==> src/rtl/seg_frame_decoder_if.sv <==
// Display-bus interface: sampled seven-segment byte in, decoded frame out.
interface seg_frame_decoder_if;
    logic [7:0] ui_in;
    logic [6:0] value;
    logic [3:0] uni;
    logic [3:0] dec;
    logic       valid;
    logic       err;
    logic       seq_err;

    modport master (
        output ui_in,
        input  value, uni, dec, valid, err, seq_err
    );

    modport slave (
        input  ui_in,
        output value, uni, dec, valid, err, seq_err
    );
endinterface

==> src/rtl/seg_frame_decoder.sv <==
// Loopback checker: filters the muxed two-digit segment bus and rebuilds 0-99 frames.
module seg_frame_decoder #(
    parameter int unsigned STABLE_CYCLES = 2
) (
    input logic               clk,
    input logic               rst,
    seg_frame_decoder_if.slave bus
);
    typedef enum logic {WAIT_UNI, WAIT_DEC} state_t;

    localparam logic [3:0] SC = 4'(STABLE_CYCLES);

    logic [7:0] r_s;
    logic [3:0] r_run;
    logic       r_done;
    state_t     r_state;
    state_t     w_next;
    logic [3:0] r_pend;
    logic [6:0] r_value;
    logic [3:0] r_uni;
    logic [3:0] r_dec;
    logic       r_valid;
    logic       r_err;
    logic       r_seq;
    logic       r_have;

    logic       w_change;
    logic       w_accept;
    logic       w_legal;
    logic [3:0] w_digit;
    logic       w_load;
    logic       w_commit;
    logic       w_illegal;
    logic [6:0] w_new;
    logic [6:0] w_succ;
    logic       w_seq_bad;

    assign w_change = bus.ui_in != r_s;
    assign w_accept = (r_run == SC) && !r_done;

    // r_done marks the current stable run as consumed; a new byte re-arms it
    always_ff @(posedge clk) begin
        if (rst) begin
            r_s    <= '0;
            r_run  <= '0;
            r_done <= 1'b0;
        end else begin
            r_s <= bus.ui_in;
            if (w_change) begin
                r_run  <= 4'd1;
                r_done <= 1'b0;
            end else begin
                r_run  <= (r_run >= SC) ? SC : r_run + 4'd1;
                r_done <= r_done | w_accept;
            end
        end
    end

    always_comb begin
        w_legal = 1'b1;
        w_digit = 4'd0;
        case (r_s[6:0])
            7'b1000000: w_digit = 4'd0;
            7'b1111001: w_digit = 4'd1;
            7'b0100100: w_digit = 4'd2;
            7'b0110000: w_digit = 4'd3;
            7'b0011001: w_digit = 4'd4;
            7'b0010010: w_digit = 4'd5;
            7'b0000010: w_digit = 4'd6;
            7'b1111000: w_digit = 4'd7;
            7'b0000000: w_digit = 4'd8;
            7'b0010000: w_digit = 4'd9;
            default:    w_legal = 1'b0;
        endcase
    end

    always_comb begin
        w_next    = r_state;
        w_load    = 1'b0;
        w_commit  = 1'b0;
        w_illegal = 1'b0;
        if (w_accept) begin
            if (!w_legal) begin
                w_illegal = 1'b1;
                w_next    = WAIT_UNI;
            end else if (!r_s[7]) begin
                w_load = 1'b1;
                w_next = WAIT_DEC;
            end else if (r_state == WAIT_DEC) begin
                w_commit = 1'b1;
                w_next   = WAIT_UNI;
            end
        end
    end

    assign w_new     = {3'b000, w_digit} * 7'd10 + {3'b000, r_pend};
    assign w_succ    = (r_value == 7'd99) ? 7'd0 : r_value + 7'd1;
    assign w_seq_bad = r_have && (w_new != r_value) && (w_new != w_succ);

    always_ff @(posedge clk) begin
        if (rst) begin
            r_state <= WAIT_UNI;
            r_pend  <= '0;
            r_value <= '0;
            r_uni   <= '0;
            r_dec   <= '0;
            r_valid <= 1'b0;
            r_err   <= 1'b0;
            r_seq   <= 1'b0;
            r_have  <= 1'b0;
        end else begin
            r_state <= w_next;
            r_valid <= w_commit;
            r_err   <= w_illegal;
            r_seq   <= w_commit & w_seq_bad;
            if (w_load) begin
                r_pend <= w_digit;
            end
            if (w_commit) begin
                r_uni   <= r_pend;
                r_dec   <= w_digit;
                r_value <= w_new;
                r_have  <= 1'b1;
            end
        end
    end

    assign bus.value   = r_value;
    assign bus.uni     = r_uni;
    assign bus.dec     = r_dec;
    assign bus.valid   = r_valid;
    assign bus.err     = r_err;
    assign bus.seq_err = r_seq;
endmodule

==> src/flat_wrapper.sv <==
// flat-port wrapper written by rule: the top's interface ports become plain ports
module seg_frame_decoder_flat 
#(
    parameter int unsigned STABLE_CYCLES = 2
)
  (clk, rst, bus_ui_in, bus_value, bus_uni, bus_dec, bus_valid, bus_err, bus_seq_err);
  seg_frame_decoder_if bus_i ();
  input logic clk;
  input logic rst;
  input wire logic [$bits(bus_i.ui_in)-1:0] bus_ui_in;
  output wire logic [$bits(bus_i.value)-1:0] bus_value;
  output wire logic [$bits(bus_i.uni)-1:0] bus_uni;
  output wire logic [$bits(bus_i.dec)-1:0] bus_dec;
  output wire logic [$bits(bus_i.valid)-1:0] bus_valid;
  output wire logic [$bits(bus_i.err)-1:0] bus_err;
  output wire logic [$bits(bus_i.seq_err)-1:0] bus_seq_err;
  assign bus_i.ui_in = bus_ui_in;
  assign bus_value = bus_i.value;
  assign bus_uni = bus_i.uni;
  assign bus_dec = bus_i.dec;
  assign bus_valid = bus_i.valid;
  assign bus_err = bus_i.err;
  assign bus_seq_err = bus_i.seq_err;
  seg_frame_decoder #(.STABLE_CYCLES(STABLE_CYCLES)) u_core (.clk(clk), .rst(rst), .bus(bus_i));
endmodule
==> config.mk <==
export PLATFORM = sky130hd
export DESIGN_NAME = seg_frame_decoder_flat
export DESIGN_NICKNAME = d
export VERILOG_FILES = /design/src/rtl/seg_frame_decoder_if.sv /design/src/rtl/seg_frame_decoder.sv /design/src/flat_wrapper.sv
export SDC_FILE = /design/constraint.sdc
export NUM_CORES = 1
export LEC_CHECK = 0
export BUFFER_PORTS_ARGS = -buffer_cell sky130_fd_sc_hd__buf_2
export CORE_ASPECT_RATIO = 0.6
export CORE_MARGIN = 2
export CORE_UTILIZATION = 57
export DETAILED_ROUTE_END_ITERATION = 10
export GPL_TIMING_DRIVEN = 1
export PLACE_DENSITY = 0.79
export SKIP_CTS_REPAIR_TIMING = 1
export SLEW_MARGIN = 20
export SYNTH_ARGS = -nofsm -noshare
export SYNTH_HDL_FRONTEND = slang
export SYNTH_SLANG_ARGS = --single-unit
==> constraint.sdc <==
create_clock -name clk -period 4.15 [get_ports clk]
set_input_delay 1.0375 -clock clk [delete_from_list [all_inputs] [get_ports clk]]
set_output_delay 1.0375 -clock clk [all_outputs]
set_load 0.1 [all_outputs]
# Word level (Yosys, flattened, before mapping)

Cells that the tools add are included.
Widths: inputs -> output; s select.

Flip-flop bits (word level): 37
Bits of input ports: 10
Output and inout bits: 18
Logic and storage cells: 58

$add $sub $neg: 3
Multiply operators: 1
Order comparisons: 1
Eq/ne operators: 14
Muxes and demuxes: 13
Bitwise gates (word level): 3
Reduce and logical (&&, ||, !) cells: 9

Operators by type and width:

| cell                | count |
|---|---|
| $pmux 4 s9          | 1 |
| $eq 7x7->1 const B  | 4 |
| $eq 7x5->1 const B  | 3 |
| $eq 7x6->1 const B  | 2 |
| $ne 7x7->1          | 2 |
| $mux 1              | 10 |
| $reduce_or 10->1    | 1 |
| $ne 8x8->1          | 1 |
| $add 7x1->7 const B | 1 |
| $add 7x4->7         | 1 |
| $eq 7x2->1 const B  | 1 |
| $logic_not 7->1     | 1 |
| $mux 7              | 1 |
| $mul 4x3->6 const B | 1 |
| $add 4x1->4 const B | 1 |
| $eq 4x2->1 const B  | 1 |
| $ge 4x2->1 const B  | 1 |
| $reduce_or 2->1     | 2 |
| $logic_and 1x1->1   | 3 |
| $reduce_or 3->1     | 1 |
| $mux 2              | 1 |
| $and 1x1->1         | 1 |
| $logic_not 1->1     | 1 |
| $not 1->1           | 1 |
| $or 1x1->1          | 1 |

# Depth between registers and ports, before layout

Depth in word-level cells: 8
Gate-level depth with buffers: 14
Mapped depth without buffers: 13

# Least setup slack after synthesis

No wires, ideal clock.

Path kind: reg-to-reg
Start: register u_core.r_s[2]
End: register u_core.r_seq (netlist: u_core.bus.seq_err)
Library setup time: 0.125 ns
Arrival time: 3.194 ns
Required time: 4.025 ns
Path slack: 0.831 ns
Stages on the path, launching flop included: 13
Buffers on the path: 1
Clock period less this slack: 3.319 ns
Cells stage by stage: dfxtp_1 buf_6 nor4_2 nand3b_1 a21oi_1 ha_1 ha_1 fa_1 nand2_1 nor2_1 xnor3_1 o311a_1 o41a_1

Cells in the longest elaborated chain, start to end: 8
Elaborated cells on any way between the ends: 22
Those cells by class: add/sub: 1; mul: 1; eq/ne: 11; mux: 4; bitwise: 1; reduce/logical: 4

RTL lines:

| element                                  | line                     | source |
|---|---|---|
| start, declared                          | seg_frame_decoder.sv:13  | `logic [7:0] r_s;` |
| start signal, assigned                   | seg_frame_decoder.sv:48  | `r_s <= bus.ui_in;` |
| $eq 7x5->1, or another cell as far along | seg_frame_decoder.sv:62  | `case (r_s[6:0])` |
| $pmux 4 s9 (*)                           | seg_frame_decoder.sv:62  |  |
| via u_core.w_digit[1]                    | seg_frame_decoder.sv:30  | `logic [3:0] w_digit;` |
| $mul 4x3->6 (*)                          | seg_frame_decoder.sv:96  | `assign w_new = {3'b000, w_digit} * 7'd10 + {3'b000, r_pend};` |
| $add 7x4->7 (*)                          | seg_frame_decoder.sv:96  |  |
| $ne 7x7->1                               | seg_frame_decoder.sv:98  | `assign w_seq_bad = r_have && (w_new != r_value) && (w_new != w_succ);` |
| $logic_and 1x1->1                        | seg_frame_decoder.sv:98  |  |
| $logic_and 1x1->1 (*)                    | seg_frame_decoder.sv:98  |  |
| $and 1x1->1 (*)                          | seg_frame_decoder.sv:115 | `r_seq <= w_commit & w_seq_bad;` |
| end signal, assigned                     | seg_frame_decoder.sv:115 |  |
| end, declared                            | seg_frame_decoder.sv:24  | `logic r_seq;` |

Mark *: on every way through the listed nets, which the timed path passes. The rest lies on a longest branch.
A chain may end at the register's enable or synchronous reset.

# Worst setup path after layout

Start: register u_core.r_s[3]
End: register u_core.r_seq (netlist: u_core.bus.seq_err)

The elaborated chain is that of the path after synthesis.

==> flow_summary.yaml <==
synth:
  synth_edf_count: 0
  syn-num-nets: 237
  async_flop_share_pct: 0
  seq_area_frac_synth_pct: 34.7
  yosys_warnings: 0
  ys.flop_type: "dfxtp_1"
  ys_seq_elements: 36
  synth_cell_type_count: 48
  synthCells: 216
  avgSynthCellArea_um2: 9.62
  synth_area_um2: 2080
timing:
  clock_skew_ns: 0.00709
  finalCritPeriodShare_pct: 89.3
  finalHoldViolCount: 0
  finalSetupViolCount: 0
  worst_pin_slew_ns: 0.895
  slew_violations: 0
  period_minus_slack_ns: 3.71
  fmax_mhz: 270
  rsz0062_at_grt: "false"
  tns_ns: 0
  relSlewSlack_pct: 40.3
  fin_ws_ns: 0.443
detailed_routing:
  via_count: 1537
  first_pass_iters: 4
  ant_nets: 0
  drt_wl_total_mm: 3.90
  viasPerCell: 5.43
  wl_per_cell_um: 13.8
  drc: 0
  drt-initial-drc-count: 38
setup_path:
  crit_path_end_kind: "flip-flop"
  cpPeakStageDelay_ns: 0.55
  cp_cell_sequence: "nand4b_1, o31ai_1, nand2b_1, a21oi_1, ha_1, ha_1, fa_1, nor2b_1, a32oi_1, xor2_1, nand3_1, o311a_1, o41a_1"
  cp_data_required_time_ns: 4.33
  critPathMaxFanout: 11
  critPathLaunchType: "flip-flop"
  path_class: "flip-flop to flip-flop"
  critPathSlowestCell: "dfxtp_1"
  worstPathArrival_ns: 3.88
  cpMostUsedCell: "ha_1"
die:
  core_um2: 3360
  die_y_um: 50.8
  die_x_um: 82.0
  placementRows: 16
  start_util_pct: 61.8
  ioPinCount: 28
  die_area_um2: 4160
placement:
  detailedPlace.worstSlack_ns: 0.476
  hpwl_mm: 2.90
  place_inst: 275
  globalplace.congestion: 0.773
  port_buffers: 27
clock_network:
  htreeDepth: 2
  cts_sinks: 36
  clk_transition_reported_paths_ns: 0.07
  cts_tree: "built"
  clk_latency_ns: 0.29
  ctsRootBufferMaster: "clkbuf_8"
  cts_buffer_depth: 2
  cts-buffers-inserted: 5
finish:
  mostFrequentLayoutCell: "dfxtp_1"
  nNetsFinal: 258
  finish.utilization_pct: 67.2
  layout_common_cells: "dfxtp_1 (36), buf_2 (27), nor2_1 (26), mux2i_1 (19), xnor2_1 (15)"
  n_fill_cell: 277
  drive_above_1_share_pct: 18.1
  antenna_cells: 0
  final_cells: 283
  area_growth_pct: 8.73
grt:
  met2_usage_pct: 28.2
  grt_max_degree: 35
  grt_pass1_vias: 1407
  gr-usage-all-layers_pct: 21.2
  met1_usage_pct: 32.0
  top_usage_layer: "met1"
  grt-ovfl-total: 0
  grt_pass1_wl_mm: 6.59
  met3_usage_pct: 6.12
  antenna_found_initial: 0
pwr:
  cellPowerDensity_nw_per_um2: 305
  finalPower_mw: 0.688
  ir_worst_vdd_uv: 240
  p_leak_nw: 1.00
run_status:
  status: "finished clean"
run:
  drv_cap: 0
worst_hold_path:
  hp-class: "flip-flop to flip-flop"
## registers in the layout, indices dropped and copies added (netlist names)
signal,flops
u_core.bus.valid,1
u_core.r_done,1
u_core.bus.err,1
u_core.r_pend,4
u_core.r_state,1
u_core.r_have,1
u_core.r_run,4
u_core.bus.uni,4
u_core.bus.seq_err,1
u_core.r_s,8
u_core.bus.value,6
u_core.bus.dec,4
## metal layers
metal  wire, um  vias to the layer above
li1           -                      799
met1       2130                      695
met2       1500                       39
met3        229                        4
met4         47                        0
met5          0                        -
## report_power, final
part / internal (mW) / switching, mW / total (mW) / leakage [nW]
Clock: 0.135 / 0.123 / 0.259 / 0.0455
Combinational: 0.0331 / 0.0354 / 0.0685 / 0.663
Sequential: 0.351 / 0.0107 / 0.361 / 0.293
Total: 0.519 / 0.169 / 0.688 / 1.00
## cells in the mapped netlist (5+ instances only)
| master | count | area (um2) |
|---|---|---|
| buf_6 | 5 | 56.3 |
| xor2_1 | 10 | 87.6 |
| a21oi_1 | 7 | 35.0 |
| ha_1 | 9 | 113 |
| nand2_1 | 9 | 33.8 |
| xnor2_1 | 15 | 131 |
| nor3_1 | 5 | 25.0 |
| nor2_1 | 26 | 97.6 |
| mux2i_1 | 19 | 190 |
| nand3_1 | 6 | 30.0 |
| dfxtp_1 | 36 | 721 |
| nor2b_1 | 11 | 68.8 |
| clkbuf_1 | 5 | 18.8 |
## cells by family (layout without fill, tap and decap cells)
family          count (synthesis)  after routing  synth area share [%]
other cells                     1              1                 0.180
buf+inv                        16             38                  5.54
xor+xnor                       28             28                  13.2
mux                            19             19                  9.15
flops                          36             36                  34.7
compound gates                 23             23                  8.07
simple gates                   82             82                  21.9
fa+ha+maj                      11             11                  7.35
## critical path: cells and delay by family, from the launching register on
kind / cells / cell delay, ns
xor gates and xnor gates: 1 / 0.21
adders and majority gates: 3 / 1.07
DFF: 1 / 0.55
AOI/OAI and AO/OA: 5 / 1.31
and+or+nand+nor: 4 / 0.48
## cell type report
cell class	count	area, um2	share of cell area [%]
Multi-Input combinational cell	164	1240	55.0
Tap cell	45	56.3	2.49
Timing Repair Buffer	28	143	6.31
Inverter	2	7.51	0.332
Sequential cell	36	721	31.9
Clock buffer	8	90.1	3.99
## stage by stage
stage               cell area [um2]  hold slack (ns)
CTS                            2260            0.465
global route                   2260            0.492
global placement               2170            0.445
floorplan                      2080            0.432
detailed placement             2170            0.455
finish                         2260            0.469
## path summary, 6_finish.rpt
path / startpoint / end / slack (ns) / depth (start not counted)
worst max-delay path: u_core.r_s[3] / u_core.bus.seq_err / 0.44 / 13
worst min-delay path: u_core.r_have / u_core.r_have / 0.47 / 2
worst max register to register: u_core.r_s[3] / u_core.bus.seq_err / 0.44 / 13
worst min register to register: u_core.r_have / u_core.r_have / 0.47 / 2
No activity file was read; power rests on OpenSTA's default activity.
